**config.mk**
```make
export PLATFORM = sky130hd
export DESIGN_NAME = d_stim_sequencer
export DESIGN_NICKNAME = d
export VERILOG_FILES = /design/src/rtl/d_stim_sequencer_pkg.sv /design/src/rtl/d_stim_rom.sv /design/src/rtl/d_stim_sequencer.sv
export SDC_FILE = /design/constraint.sdc
export NUM_CORES = 1
export LEC_CHECK = 0
export BUFFER_PORTS_ARGS = -buffer_cell sky130_fd_sc_hd__clkbuf_2
export CAP_MARGIN = 5
export CORE_MARGIN = 2
export CORE_UTILIZATION = 59
export DETAILED_ROUTE_END_ITERATION = 6
export HOLD_SLACK_MARGIN = 0.08
export PLACE_DENSITY = 0.81
export RECOVER_POWER = 100
export SYNTH_ARGS = -nofsm -noshare
export SYNTH_HDL_FRONTEND = slang
export SYNTH_SLANG_ARGS = --single-unit
```
**constraint.sdc**
```tcl
create_clock -name clkin -period 3.48 [get_ports clkin]
set_input_delay 1.044 -clock clkin [delete_from_list [all_inputs] [get_ports clkin]]
set_output_delay 1.044 -clock clkin [all_outputs]
set_load 0.01 [all_outputs]
```
**src/rtl/d_stim_sequencer_pkg.sv**
```systemverilog
// Shared definitions for the D flip-flop stimulus sequencer: FSM encoding and
// the default segment table (level/duration pairs, 500 cycles in total).
package d_stim_sequencer_pkg;

    localparam int DEF_NUM_SEG = 9;
    localparam int DEF_DUR_W   = 8;
    localparam int DEF_IDX_W   = 4;

    // Entry i lives at bit i of the level table and bits [i*8 +: 8] of the duration table.
    localparam logic [8:0]  DEF_LVL_TABLE = 9'b1_0101_0101;
    localparam logic [71:0] DEF_DUR_TABLE = {8'd60, 8'd70, 8'd20, 8'd100, 8'd50,
                                             8'd60, 8'd15, 8'd75, 8'd50};

    typedef enum logic [1:0] {
        ST_IDLE = 2'd0,
        ST_RUN  = 2'd1,
        ST_FIN  = 2'd2
    } state_t;

endpackage

```
**src/rtl/d_stim_rom.sv**
```systemverilog
// Combinational segment table: index -> {level, duration}. A zero duration is
// promoted to one cycle so the sequencer never sees a zero-length segment.
module d_stim_rom
    import d_stim_sequencer_pkg::*;
#(
    parameter int                        NUM_SEG   = DEF_NUM_SEG,
    parameter int                        DUR_W     = DEF_DUR_W,
    parameter int                        IDX_W     = DEF_IDX_W,
    parameter logic [NUM_SEG-1:0]        LVL_TABLE = DEF_LVL_TABLE,
    parameter logic [NUM_SEG*DUR_W-1:0]  DUR_TABLE = DEF_DUR_TABLE
) (
    input  logic [IDX_W-1:0] seg_idx,
    output logic             lvl,
    output logic [DUR_W-1:0] dur
);

    logic [DUR_W-1:0] raw_dur;

    always_comb begin
        lvl     = 1'b0;
        raw_dur = '0;
        for (int i = 0; i < NUM_SEG; i++) begin
            if (seg_idx == IDX_W'(i)) begin
                lvl     = LVL_TABLE[i];
                raw_dur = DUR_TABLE[i*DUR_W +: DUR_W];
            end
        end
    end

    assign dur = (raw_dur == '0) ? DUR_W'(1) : raw_dur;

endmodule

```
**src/rtl/d_stim_sequencer.sv**
```systemverilog
// Replays the segment table onto D_out, one level per segment for its duration
// in clkin cycles, with optional looping, abort and a one-cycle done pulse.
module d_stim_sequencer
    import d_stim_sequencer_pkg::*;
#(
    parameter int                        NUM_SEG    = DEF_NUM_SEG,
    parameter int                        DUR_W      = DEF_DUR_W,
    parameter int                        IDX_W      = DEF_IDX_W,
    parameter logic                      IDLE_LEVEL = 1'b0,
    parameter logic [NUM_SEG-1:0]        LVL_TABLE  = DEF_LVL_TABLE,
    parameter logic [NUM_SEG*DUR_W-1:0]  DUR_TABLE  = DEF_DUR_TABLE
) (
    input  logic             clkin,
    input  logic             rst_n,
    input  logic             start,
    input  logic             abort,
    input  logic             loop_en,
    output logic             D_out,
    output logic             busy,
    output logic             done,
    output logic [IDX_W-1:0] seg_idx
);

    localparam logic [IDX_W-1:0] LAST_IDX = IDX_W'(NUM_SEG - 1);

    state_t           state, state_n;
    logic [IDX_W-1:0] seg_n, rom_idx;
    logic [DUR_W-1:0] cnt, cnt_n, rom_dur;
    logic             rom_lvl, d_n, busy_n, done_n;

    // The ROM is always addressed with the segment about to be loaded, so one
    // table lookup serves both run start (index 0) and segment advance.
    always_comb begin
        rom_idx = '0;
        if (state == ST_RUN && cnt == '0 && seg_idx != LAST_IDX)
            rom_idx = seg_idx + 1'b1;
    end

    d_stim_rom #(
        .NUM_SEG   (NUM_SEG),
        .DUR_W     (DUR_W),
        .IDX_W     (IDX_W),
        .LVL_TABLE (LVL_TABLE),
        .DUR_TABLE (DUR_TABLE)
    ) u_rom (
        .seg_idx (rom_idx),
        .lvl     (rom_lvl),
        .dur     (rom_dur)
    );

    always_comb begin
        state_n = state;
        seg_n   = seg_idx;
        cnt_n   = cnt;
        d_n     = D_out;
        busy_n  = busy;
        done_n  = 1'b0;
        case (state)
            ST_IDLE: begin
                if (start) begin
                    state_n = ST_RUN;
                    seg_n   = '0;
                    d_n     = rom_lvl;
                    cnt_n   = rom_dur - 1'b1;
                    busy_n  = 1'b1;
                end
            end
            ST_RUN: begin
                if (abort) begin
                    state_n = ST_IDLE;
                    seg_n   = '0;
                    cnt_n   = '0;
                    d_n     = IDLE_LEVEL;
                    busy_n  = 1'b0;
                end else if (cnt != '0) begin
                    cnt_n = cnt - 1'b1;
                end else if (seg_idx != LAST_IDX || loop_en) begin
                    seg_n = rom_idx;
                    d_n   = rom_lvl;
                    cnt_n = rom_dur - 1'b1;
                end else begin
                    state_n = ST_FIN;
                    seg_n   = '0;
                    d_n     = IDLE_LEVEL;
                    busy_n  = 1'b0;
                    done_n  = 1'b1;
                end
            end
            default: begin
                state_n = ST_IDLE;
                seg_n   = '0;
                cnt_n   = '0;
                d_n     = IDLE_LEVEL;
                busy_n  = 1'b0;
            end
        endcase
    end

    always_ff @(posedge clkin or negedge rst_n) begin
        if (!rst_n) begin
            state   <= ST_IDLE;
            seg_idx <= '0;
            cnt     <= '0;
            D_out   <= IDLE_LEVEL;
            busy    <= 1'b0;
            done    <= 1'b0;
        end else begin
            state   <= state_n;
            seg_idx <= seg_n;
            cnt     <= cnt_n;
            D_out   <= d_n;
            busy    <= busy_n;
            done    <= done_n;
        end
    end

endmodule

```
## Yosys cells after proc, flatten, opt, wreduce, memory -nomap -nowiden

Cells that the tools add are included.

- Register bits after elaboration: 17
- Input bits: 5
- Output and inout port bits: 7
- Word-level logic and storage cells: 83

- $add $sub $neg: 3
- Equal/unequal tests: 14
- Muxes and demuxes: 49
- Reduce and logical (&&, ||, !) cells: 11

Operators with widths:

| operator | number |
|---|---|
| $mux W7 | 9 |
| $mux W8 | 4 |
| $mux W1 | 21 |
| $mux W4 | 5 |
| $eq A4 B3 Y1 const B | 4 |
| $logic_not A8 Y1 | 2 |
| $pmux W8 S2 | 1 |
| $sub A8 B1 Y8 const B | 2 |
| $eq A4 B2 Y1 const B | 2 |
| $mux W2 | 4 |
| $pmux W4 S2 | 1 |
| $reduce_bool A8 Y1 | 1 |
| $mux W6 | 1 |
| $ne A3 B3 Y1 const B | 2 |
| $add A4 B1 Y4 const B | 1 |
| $eq A4 B1 Y1 const B | 1 |
| $eq A4 B4 Y1 const B | 1 |
| $logic_not A4 Y1 | 1 |
| $ne A4 B2 Y1 const B | 1 |
| $ne A4 B4 Y1 const B | 1 |
| $pmux W1 S2 | 2 |
| $pmux W2 S2 | 1 |
| $reduce_and A2 Y1 | 2 |
| $reduce_and A3 Y1 | 1 |
| 5 further kinds | 6 |

## Logic depth before layout (Yosys ltp)

Gate-level depths: netlist of run 1.

- Depth after elaboration: 21
- Mapped depth: 15
- Mapped depth without buffers: 13

## Cells and area by module

Synthesis of run 1 repeated with hierarchy kept, for this count alone.

- Cell total of the unflattened synthesis: 157
- Area total of the unflattened synthesis: 1343.8 um2

By module, submodules not included:

| module | times used | cells each | area each (um2) | seq. area each (um2) |
|---|---|---|---|---|
| d_stim_sequencer | 1 | 133 | 1171.1 | 400.4 |
| d_stim_rom | 1 | 24 | 172.7 | 0.0 |

## Least setup slack after synthesis of run 1

OpenSTA, ideal clock, no wires.

- Kind: reg-to-reg
- From: register seg_idx[0]
- To: register cnt[4]
- Setup time: 0.130 ns
- Arrival time: 2.557 ns
- Required time: 3.350 ns
- Slack: 0.793 ns
- Cell stages (with the launch flop): 16
- Buffers on the path: 2
- Period minus slack after synthesis: 2.687 ns
- Cell sequence: dfrtp_1 clkbuf_1 inv_1 ha_1 clkbuf_1 inv_1 a21oi_1 nor2_1 nor2_1 nor3b_1 inv_1 ha_1 inv_1 nor2_1 a211oi_1 o31ai_2

- Word-level cells in the longest chain between the ends: 20
- Elaborated cells on any way between the ends: 33
- Classes of those cells: 2 x add/sub; 10 x eq/ne; 16 x mux; 5 x reduce/logical

RTL lines:

| item | RTL line | text |
|---|---|---|
| start: declaration | d_stim_sequencer.sv:21 | `output logic [IDX_W-1:0] seg_idx` |
| start signal: assignment | d_stim_sequencer.sv:109 | `seg_idx <= seg_n;` |
| parallel branches: the longest is 20 deep, another holds $add A4 B1 Y4 | n/a |  |
| end signal: assignment | d_stim_sequencer.sv:110 | `cnt <= cnt_n;` |
| end: declaration | d_stim_sequencer.sv:28 | `logic [DUR_W-1:0] cnt, cnt_n, rom_dur;` |

Parallel ways; which one is timed is not known. The select of a mux whose other input is x is not followed.
A chain may end at the register's enable or synchronous reset.

## Final worst setup path of run 1

- From: register cnt[1]
- To: register cnt[4]

- Word-level cells in the longest chain between the ends: 21
- Elaborated cells on any way between the ends: 34
- Classes of those cells: 2 x add/sub; 9 x eq/ne; 16 x mux; 7 x reduce/logical

RTL lines:

| item | RTL line | text |
|---|---|---|
| $logic_not A8 Y1 | d_stim_sequencer.sv:35 | `if (state == ST_RUN && cnt == '0 && seg_idx != LAST_IDX)` |
| $logic_and A1 B1 Y1 (2 in series) | d_stim_sequencer.sv:35 |  |
| $mux W4 | d_stim_sequencer.sv:35 |  |
| $logic_not A4 Y1 | d_stim_rom.sv:23 | `if (seg_idx == IDX_W'(i)) begin` |
| $mux W6 | d_stim_rom.sv:23 |  |
| $mux W7 (8 in series) | d_stim_rom.sv:23 |  |
| $logic_not A8 Y1 | d_stim_rom.sv:30 | `assign dur = (raw_dur == '0) ? DUR_W'(1) : raw_dur;` |
| $mux W7 | d_stim_rom.sv:30 |  |
| $sub A8 B1 Y8 | d_stim_sequencer.sv:64, d_stim_sequencer.sv:80 |  |
| $mux W8 | d_stim_sequencer.sv:77 | `end else if (seg_idx != LAST_IDX \|\| loop_en) begin` |
| $mux W8 | d_stim_sequencer.sv:75 | `end else if (cnt != '0) begin` |
| $mux W8 | d_stim_sequencer.sv:69 | `if (abort) begin` |
| $pmux W8 S2 | d_stim_sequencer.sv:58 | `case (state)` |

Parallel ways exist; a longest one is shown, timed or not. The select of a mux whose other input is x is not followed.

==> results by group, run 1 <==
Synth
  • Top cells by instance count after synthesis: sky130_fd_sc_hd__o21ai_0, sky130_fd_sc_hd__nor2_1, sky130_fd_sc_hd__a21oi_1, sky130_fd_sc_hd__dfrtp_1, sky130_fd_sc_hd__nand2_1
  • Top cell type's share of synthesized area: between 20 and 30%
  • Warnings, synthesis: 0
  • Number of flops mapped to enable cells by yosys: 0
  • Nets in the synthesized netlist: 190
  • Synthesized area per cell: between 7 and 8 sq um
  • Cell type contributing the most total cell area after synthesis: sky130_fd_sc_hd__dfrtp_1
  • Share of async-settable or async-resettable flops after synthesis: between 90% and 100%
  • Sequential fraction of the synthesis area: slightly below 30%
  • Most instantiated library cell after synthesis: sky130_fd_sc_hd__o21ai_0
  • Post-Syn Instances: 180
  • Dominant cells by area after synthesis: sky130_fd_sc_hd__dfrtp_1, sky130_fd_sc_hd__o21ai_0, sky130_fd_sc_hd__a21oi_1
  • Dominant synthesized flop cell: sky130_fd_sc_hd__dfrtp_1
  • Post-synth design cell area: 1375 sq um
  • Register bit total from synthesis: 16
  • Post-synth cell types: 45

Final layout
  • Reg area: about 400 sq um
  • Utilization after layout: between 60 and 70%
  • Area delta synth->final: 4.913%
  • Final layout net count: 199
  • Diode count: 0
  • Fraction of layout cells with a size suffix above 1: between 6 and 7%
  • Area taken by multi-input logic gates: approximately 880 sq um
  • Number of fill cells: 209

Timing
  • Rel. slew slack: between 20% and 30%
  • Worst Hold Margin: approximately 0.5 ns
  • Final count of pins violating max slew: 0
  • Period minus WS final: between 2 and 3 ns
  • Slew at the pin with the worst max-slew slack: ~1.2 ns
  • Achievable clock frequency: around 330 MHz
  • Period Utilization, post-route: between 80% and 90%
  • RSZ-0062 raised after global routing: false
  • Setup Viol. Count Final: 0
  • Clock tree skew after final layout: slightly below 0.004 ns
  • Endpoints failing hold: 0
  • Fin Setup TNS: 0 ns
  • Worst Setup Slack, final: approximately 0.48 ns

Setup path
  • Top fanout value on the critical path: 10
  • Slowest CP cell: sky130_fd_sc_hd__o21ai_0
  • Max incr delay on CP: around 0.94 ns
  • Worst endpoint data arrival time: between 3 and 4 ns
  • Crit path capture type: flop
  • Crit path cell chain: inv_1 -> ha_1 -> or4b_1 -> o21ai_0 -> nand2_4 -> or2_4 -> o31ai_1
  • Data required, critical path: 3.68 ns
  • CP Launch Type: flop
  • Kind of critical path: flop to flop

Detailed routing
  • Uppermost layer routed: met4
  • Iteration count of the initial detailed-routing pass: 4
  • Iteration-0 DRC count of the detailed router: between 60 and 70
  • DRC violation count after routing: 0
  • Remaining number of nets flagged by the antenna check after routing: 0
  • Per-cell routed wire length: ~16 um
  • Via/cell ratio: around 6.5
  • Total vias in the final route: between 1000 and 1500
  • Final routed wirelength across all metal layers: approximately 3400 um
  • Wire length on met1: 1476 um
  • Met3 wirelength from detailed routing: around 260 um
  • Met2 wire length: between 1500 and 2000 um

GRT
  • Number of antenna violations at the first check in global routing: 0
  • First-pass GRT wire length: 5678 um
  • Aggregate global routing overflow: 0
  • Pin count of the biggest net entering global routing: 23
  • Total global-route track usage: approximately 28%
  • Vias in the first global route: 1219

Placement
  • Final GP Congestion: around 0.97
  • HPWL after DPL: about 2500 um
  • Port Buffer Count: 11
  • Pre-CTS setup slack: between 0.6 and 0.7 ns

Pwr
  • Max rail drop VDD: between 400 and 500 uV
  • Total power consumption of the routed design: between 0.0007 and 0.0008 W
  • Static Leakage: 0.5996 nW
  • Power per cell area: around 550 nW/um^2

Clock network
  • Clock latency reported for the late side of the worst-skew pair: 0.29 ns
  • Number of buffers inserted by post-CTS setup repair: 0
  • Root buffer cell: sky130_fd_sc_hd__clkbuf_4
  • Reg clk slew, reported paths: 0.09 ns
  • Number of buffers inserted during clock tree synthesis: 3
  • CTS tree: done
  • Number of buffers inserted by hold repair at cts: 0
  • Resized cells post-CTS: 0
  • Maximum level of the CTS H-tree: 1
  • Maximum buffer depth of the clock tree: 2
  • Number of sinks on the clock net: 16

Run
  • Max-Cap Viols: 0

Floorplan
  • I/O pin total: 12
  • Chip Width: 52.28 um
  • Full die area: roughly 2700 sq um
  • Initial core utilization: between 60 and 70%
  • Die span in y: 52.28 um
  • Total number of placement rows: 17
  • Standard cell core area: approximately 2200 sq um

Hold path
  • Worst hold-check path type: flop to flop

Outcome
  • Result of the run: finished clean
## cells in the final DEF (no fill, tap or decap), types with 2 or more instances in the layout
cell / count
sky130_fd_sc_hd__a31oi_1: 4
sky130_fd_sc_hd__dfrtp_1: 16
sky130_fd_sc_hd__o211ai_1: 2
sky130_fd_sc_hd__nor2_1: 18
sky130_fd_sc_hd__nand2b_1: 5
sky130_fd_sc_hd__xnor2_1: 4
sky130_fd_sc_hd__nand3_1: 2
sky130_fd_sc_hd__nor3_1: 5
sky130_fd_sc_hd__a21oi_1: 16
sky130_fd_sc_hd__a21o_1: 5
sky130_fd_sc_hd__nand2_1: 16
sky130_fd_sc_hd__o22ai_1: 2
sky130_fd_sc_hd__o31ai_1: 3
sky130_fd_sc_hd__clkbuf_4: 3
sky130_fd_sc_hd__clkbuf_2: 4
sky130_fd_sc_hd__or4b_1: 2
sky130_fd_sc_hd__xor2_1: 4
sky130_fd_sc_hd__or3_1: 3
sky130_fd_sc_hd__inv_1: 10
sky130_fd_sc_hd__ha_1: 5
sky130_fd_sc_hd__nor3b_1: 5
sky130_fd_sc_hd__nor4_1: 4
sky130_fd_sc_hd__clkbuf_1: 8
sky130_fd_sc_hd__o21ai_0: 22
sky130_fd_sc_hd__o21ai_1: 2
## logic make-up (layout without fill, tap and decap cells)
| family | Yosys count | in the layout | synth area share, % |
|---|---|---|---|
| AND/OR/NAND/NOR | 69 | 69 | 27.66 |
| XOR/XNOR | 8 | 8 | 5.095 |
| flip-flops | 16 | 16 | 29.12 |
| buffers and inverters | 19 | 27 | 5.278 |
| AO/OA/AOI/OAI | 63 | 63 | 28.30 |
| adder cells (fa/ha/maj) | 5 | 5 | 4.550 |
## worst paths after layout
| kind | from | to | slack (ns) | cells after the start |
|---|---|---|---|---|
| setup / recovery | cnt[1] | cnt[4] | 0.48 | 7 |
| hold / removal | cnt[7] | cnt[7] | 0.51 | 1 |
| setup reg to reg | cnt[1] | cnt[4] | 0.48 | 7 |
| hold reg to reg | cnt[7] | cnt[7] | 0.51 | 1 |
| max in group asynchronous | rst_n | seg_idx[3] | 2.11 | 1 |
| min in group asynchronous | rst_n | seg_idx[1] | 0.83 | 1 |
## per-layer routing
metal  GRT usage, %  vias up
met3          5.714        6
li1               -      667
met5              0        -
met4          2.991        0
met2          46.84       73
met1          38.77      650
## registers in the layout, indices dropped and copies added (netlist names)
register,flops
seg_idx,4
busy,1
done,1
D_out,1
state,1
cnt,8
## critical path, delay by kind of cell (launching register included)
| kind | cells | cell delay (ns) |
|---|---|---|
| adder cells (fa/ha/maj) | 1 | 0.16 |
| flip-flops | 1 | 0.42 |
| buffers and inverters | 1 | 0.11 |
| AO/OA/AOI/OAI | 2 | 1.19 |
| AND/OR/NAND/NOR | 3 | 1.02 |
## cell type report
class	count	share of cell area, %
clock buffers	4	2.515
inverters	10	2.602
multi-input cells	145	60.71
flip-flops and latches	16	27.75
well taps	28	2.428
repair buffers	13	3.990
## power by group
part / internal, W / total [W] / switching [W]
Combinational: 0.000150 / 0.000382 / 0.000232
Clock: 0.0000637 / 0.000123 / 0.0000590
Sequential: 0.000232 / 0.000289 / 0.0000570
## metrics by stage
step / std cells / area (sq um)
2_1_floorplan: 180 / 1375
3_3_place_gp: 212 / 1445
3_5_place_dp: 212 / 1445
4_1_cts: 216 / 1481
5_1_grt: 216 / 1443
6_report: 216 / 1443
(Power assumes the default switching activity.)
==> run 2: changes to the inputs <==
--- a/config.mk
+++ b/config.mk
@@ -15,4 +15,5 @@
 export RECOVER_POWER = 100
 export SYNTH_ARGS = -nofsm -noshare
 export SYNTH_HDL_FRONTEND = slang
+export SYNTH_HIERARCHICAL = 1
 export SYNTH_SLANG_ARGS = --single-unit
==> run 2 against run 1 <==
  * The flow now finishes with violations (DRC, setup timing)
  * Critical path depth up 7
  * Global-route usage decreased by 2.4 points
  * Setup slack got worse by 0.56 ns
  * Worst hold slack worse by 0.019 ns
  * Register-to-register slack lost 0.56 ns
  * Routed wire length increased by 17%
  * Sequential power grew 9.3%
  * Critical path type unchanged
  * Critical endpoint is now cnt[7]
==> results by group, run 2 <==
Outcome
  • Result of the run: finished, violations left
  • Failing checks: DRC, setup timing

Final layout
  • Area delta synth->final: 29.98%
  • Most frequent standard cell in the layout excluding fill and tap cells: sky130_fd_sc_hd__buf_4
  • Layout Cell Area excl Fill: 1747 sq um (+21%)
  • Largest register by flop count: cnt
  • Area taken by multi-input logic gates: 940.9 sq um (+7.4%)
  • Diode count: 0 (unchanged)
  • Flip-flop count of the largest register after layout: 8 (unchanged)
  • Fraction of layout cells with a size suffix above 1: 38.78% (+32 points)
  • Final layout net count: 207 (+4.0%)
  • Highest-count cells in the layout ignoring fill and taps: sky130_fd_sc_hd__buf_4, sky130_fd_sc_hd__dfrtp_1, sky130_fd_sc_hd__nand2_1, sky130_fd_sc_hd__nor2_1, sky130_fd_sc_hd__inv_1
  • Utilization after layout: 79.73% (+15 points)
  • Largest registers ranked by flip-flop count: cnt x8, seg_idx x4, state x2
  • Number of fill cells: 139 (-33%)
  • Reg area: 401.6 sq um (+0.31%)

Clock network
  • Maximum level of the CTS H-tree: 1 (unchanged)
  • Maximum buffer depth of the clock tree: 2 (unchanged)
  • CTS tree: done
  • Number of buffers inserted during clock tree synthesis: 3 (unchanged)
  • Clock latency reported for the late side of the worst-skew pair: 0.28 ns (about the same)
  • Reg clk slew, reported paths: 0.09 ns (about the same)
  • Number of buffers inserted by hold repair at cts: 0 (unchanged)
  • Number of sinks on the clock net: 16 (unchanged)
  • Root buffer cell: sky130_fd_sc_hd__clkbuf_4

GRT
  • First-pass GRT wire length: 5112 um (-10%)
  • Number of antenna violations at the first check in global routing: 0 (unchanged)
  • Aggregate global routing overflow: 0 (unchanged)
  • Pin count of the biggest net entering global routing: 17 (-26%)
  • Vias in the first global route: 1118 (-8.3%)
  • Total global-route track usage: 25.64% (-2.4 points)

Timing
  • Fin Setup TNS: -0.07700 ns (-0.07700 ns)
  • Setup Viol. Count Final: 1 (+1)
  • Final count of pins violating max slew: 0 (unchanged)
  • Endpoints failing hold: 0 (unchanged)
  • Worst Hold Margin: 0.4947 ns (-0.01910 ns)
  • Worst Setup Slack, final: -0.07700 ns (-0.5593 ns)
  • Slew at the pin with the worst max-slew slack: 0.8373 ns (-0.3305 ns)
  • RSZ-0062 raised after global routing: true
  • Rel. slew slack: 44.18% (+23 points)
  • Period minus WS final: 3.557 ns (+0.5593 ns)
  • Clock tree skew after final layout: 0.005344 ns (+0.001441 ns)
  • Period Utilization, post-route: 102.2% (+16 points)
  • Achievable clock frequency: 281.1 MHz (-16%)

Detailed routing
  • Final routed wirelength across all metal layers: 3985 um (+17%)
  • Remaining number of nets flagged by the antenna check after routing: 0 (unchanged)
  • Iteration-0 DRC count of the detailed router: 84 (+33%)
  • DRC violation count after routing: 1 (+1)
  • Iteration count of the initial detailed-routing pass: 7 (+3)
  • Via/cell ratio: 6.103 (-5.6%)
  • Per-cell routed wire length: 17.79 um (+13%)
  • Total vias in the final route: 1367 (-2.1%)

Setup path
  • Top fanout value on the critical path: 5 (-5)
  • Worst endpoint data arrival time: 3.75 ns (+0.56 ns)
  • CP Launch Type: flop
  • Kind of critical path: flop to flop
  • Slowest CP cell: sky130_fd_sc_hd__or4_4
  • Data required, critical path: 3.67 ns (about the same)
  • Crit path capture type: flop
  • Max incr delay on CP: 0.57 ns (-0.37 ns)
  • Crit path cell chain: inv_2 -> ha_4 -> or3b_4 -> nor2_4 -> o2111ai_4 -> nor2_2 -> buf_6 -> a21oi_2 -> o21a_1 -> or4_4 -> nor4_4 -> xor2_1 -> o211ai_1 -> a221oi_2
  • Count of cells along the worst register-to-register path: 14 (+7)

Synth
  • Top cell type's share of synthesized area: 29.80% (+0.68 points)
  • Top cells by instance count after synthesis: sky130_fd_sc_hd__dfrtp_1, sky130_fd_sc_hd__nand2_1, sky130_fd_sc_hd__nor2_1
  • Post-synth design cell area: 1344 sq um (-2.3%)
  • Dominant cells by area after synthesis: sky130_fd_sc_hd__dfrtp_1, sky130_fd_sc_hd__ha_1, sky130_fd_sc_hd__nand2_1
  • Cell type contributing the most total cell area after synthesis: sky130_fd_sc_hd__dfrtp_1
  • Post-synth cell types: 45 (unchanged)
  • Warnings, synthesis: 6 (+6)
  • Number of flops mapped to enable cells by yosys: 0 (unchanged)
  • Sequential fraction of the synthesis area: 29.80% (+0.68 points)
  • Share of async-settable or async-resettable flops after synthesis: 100.0% (unchanged)
  • Post-Syn Instances: 157 (-13%)
  • Nets in the synthesized netlist: 167 (-12%)
  • Synthesized area per cell: 8.559 sq um (+12%)
  • Most instantiated library cell after synthesis: sky130_fd_sc_hd__dfrtp_1
  • Register bit total from synthesis: 16 (unchanged)
  • Dominant synthesized flop cell: sky130_fd_sc_hd__dfrtp_1

Pwr
  • Static Leakage: 0.7248 nW (+21%)
  • Power per cell area: 613.8 nW/um^2 (+12%)
  • Max rail drop VDD: 452.6 uV (-7.0%)
  • Total power consumption of the routed design: 0.001072 W (+35%)

Floorplan
  • Full die area: 2675 sq um (-2.1%)
  • Total number of placement rows: 17 (unchanged)
  • I/O pin total: 12 (unchanged)
  • Standard cell core area: 2191 sq um (-0.96%)
  • Initial core utilization: 61.34% (-0.82 points)
  • Die span in y: 51.73 um (-1.1%)
  • Chip Width: 51.73 um (-1.1%)

Hold path
  • Worst Hold Depth: 2 (+1)
  • Worst hold-check path type: flop to flop

Placement
  • HPWL after DPL: 2221 um (-11%)
  • Port Buffer Count: 11 (unchanged)
  • Final GP Congestion: 0.8701 (-10%)
  • Instance area at placement: 1471 sq um (+1.8%)

Run
  • Max-Cap Viols: 0 (unchanged)
## run 2: stage by stage
stage / cells / setup WS, ns
finish: 224 / -0.07700
detailed placement: 201 / -0.05442
floorplan: 157 / 0.05669
global route: 224 / -0.2325
global placement: 201 / 0.1387
CTS: 206 / 0.01053
## run 2: area by class of cell
| type | instances | area share [%] |
|---|---|---|
| repair buffers | 41 | 16.48 |
| flip-flops and latches | 16 | 22.99 |
| inverters | 12 | 2.579 |
| well taps | 28 | 2.006 |
| clock buffers | 4 | 2.077 |
| multi-input cells | 123 | 53.87 |
## run 2: path summary, 6_finish.rpt
path,from,slack (ns),end
max,cnt[0],-0.08,cnt[7]
max reg2reg,cnt[0],-0.08,cnt[7]
min reg2reg,D_out,0.49,D_out
min,D_out,0.49,D_out
max in group asynchronous,rst_n,2.08,seg_idx[0]
min in group asynchronous,rst_n,0.83,cnt[2]
## run 2: report_power, final
group | internal (W) | total [W] | switching (W)
clock network | 0.0000636 | 0.000120 | 0.0000562
logic | 0.000275 | 0.000637 | 0.000361
registers | 0.000243 | 0.000316 | 0.0000727
total | 0.000582 | 0.00107 | 0.000490
## run 2: critical path, delay by kind of cell, from the launching register on
kind,cells,cell delay (ns)
and+or+nand+nor,5,1.47
xor gates and xnor gates,1,0.24
adders and majority gates,1,0.13
buffers and inverters,2,0.25
AOI/OAI and AO/OA,5,0.91
DFF,1,0.45
## run 2: layer usage
| layer | routed length [um] | up-vias | global-route usage, % |
|---|---|---|---|
| met5 | 0 | - | 0 |
| met4 | 89 | 0 | 7.018 |
| met3 | 229 | 12 | 3.448 |
| met2 | 2007 | 63 | 41.45 |
| met1 | 1659 | 641 | 35.95 |
| li1 | - | 651 | - |
## run 2: repair_timing
item                       4_1_cts  5_1_grt
pin swaps                        3       13
hold endpoints to repair         0        0
buffers inserted                 1       17
setup endpoints to repair        1        5
gates resized for setup          3       23
gates cloned                     0        1
## run 2: kinds of logic (layout without fill, tap and decap cells)
logic type | after synthesis | in the layout | synth area share, %
AOI/OAI and AO/OA | 50 | 50 | 27.47
xor gates and xnor gates | 11 | 11 | 7.169
adders and majority gates | 5 | 5 | 4.655
buffers and inverters | 18 | 57 | 6.703
DFF | 16 | 16 | 29.79
other | 1 | 1 | 0.2791
and+or+nand+nor | 56 | 56 | 23.93
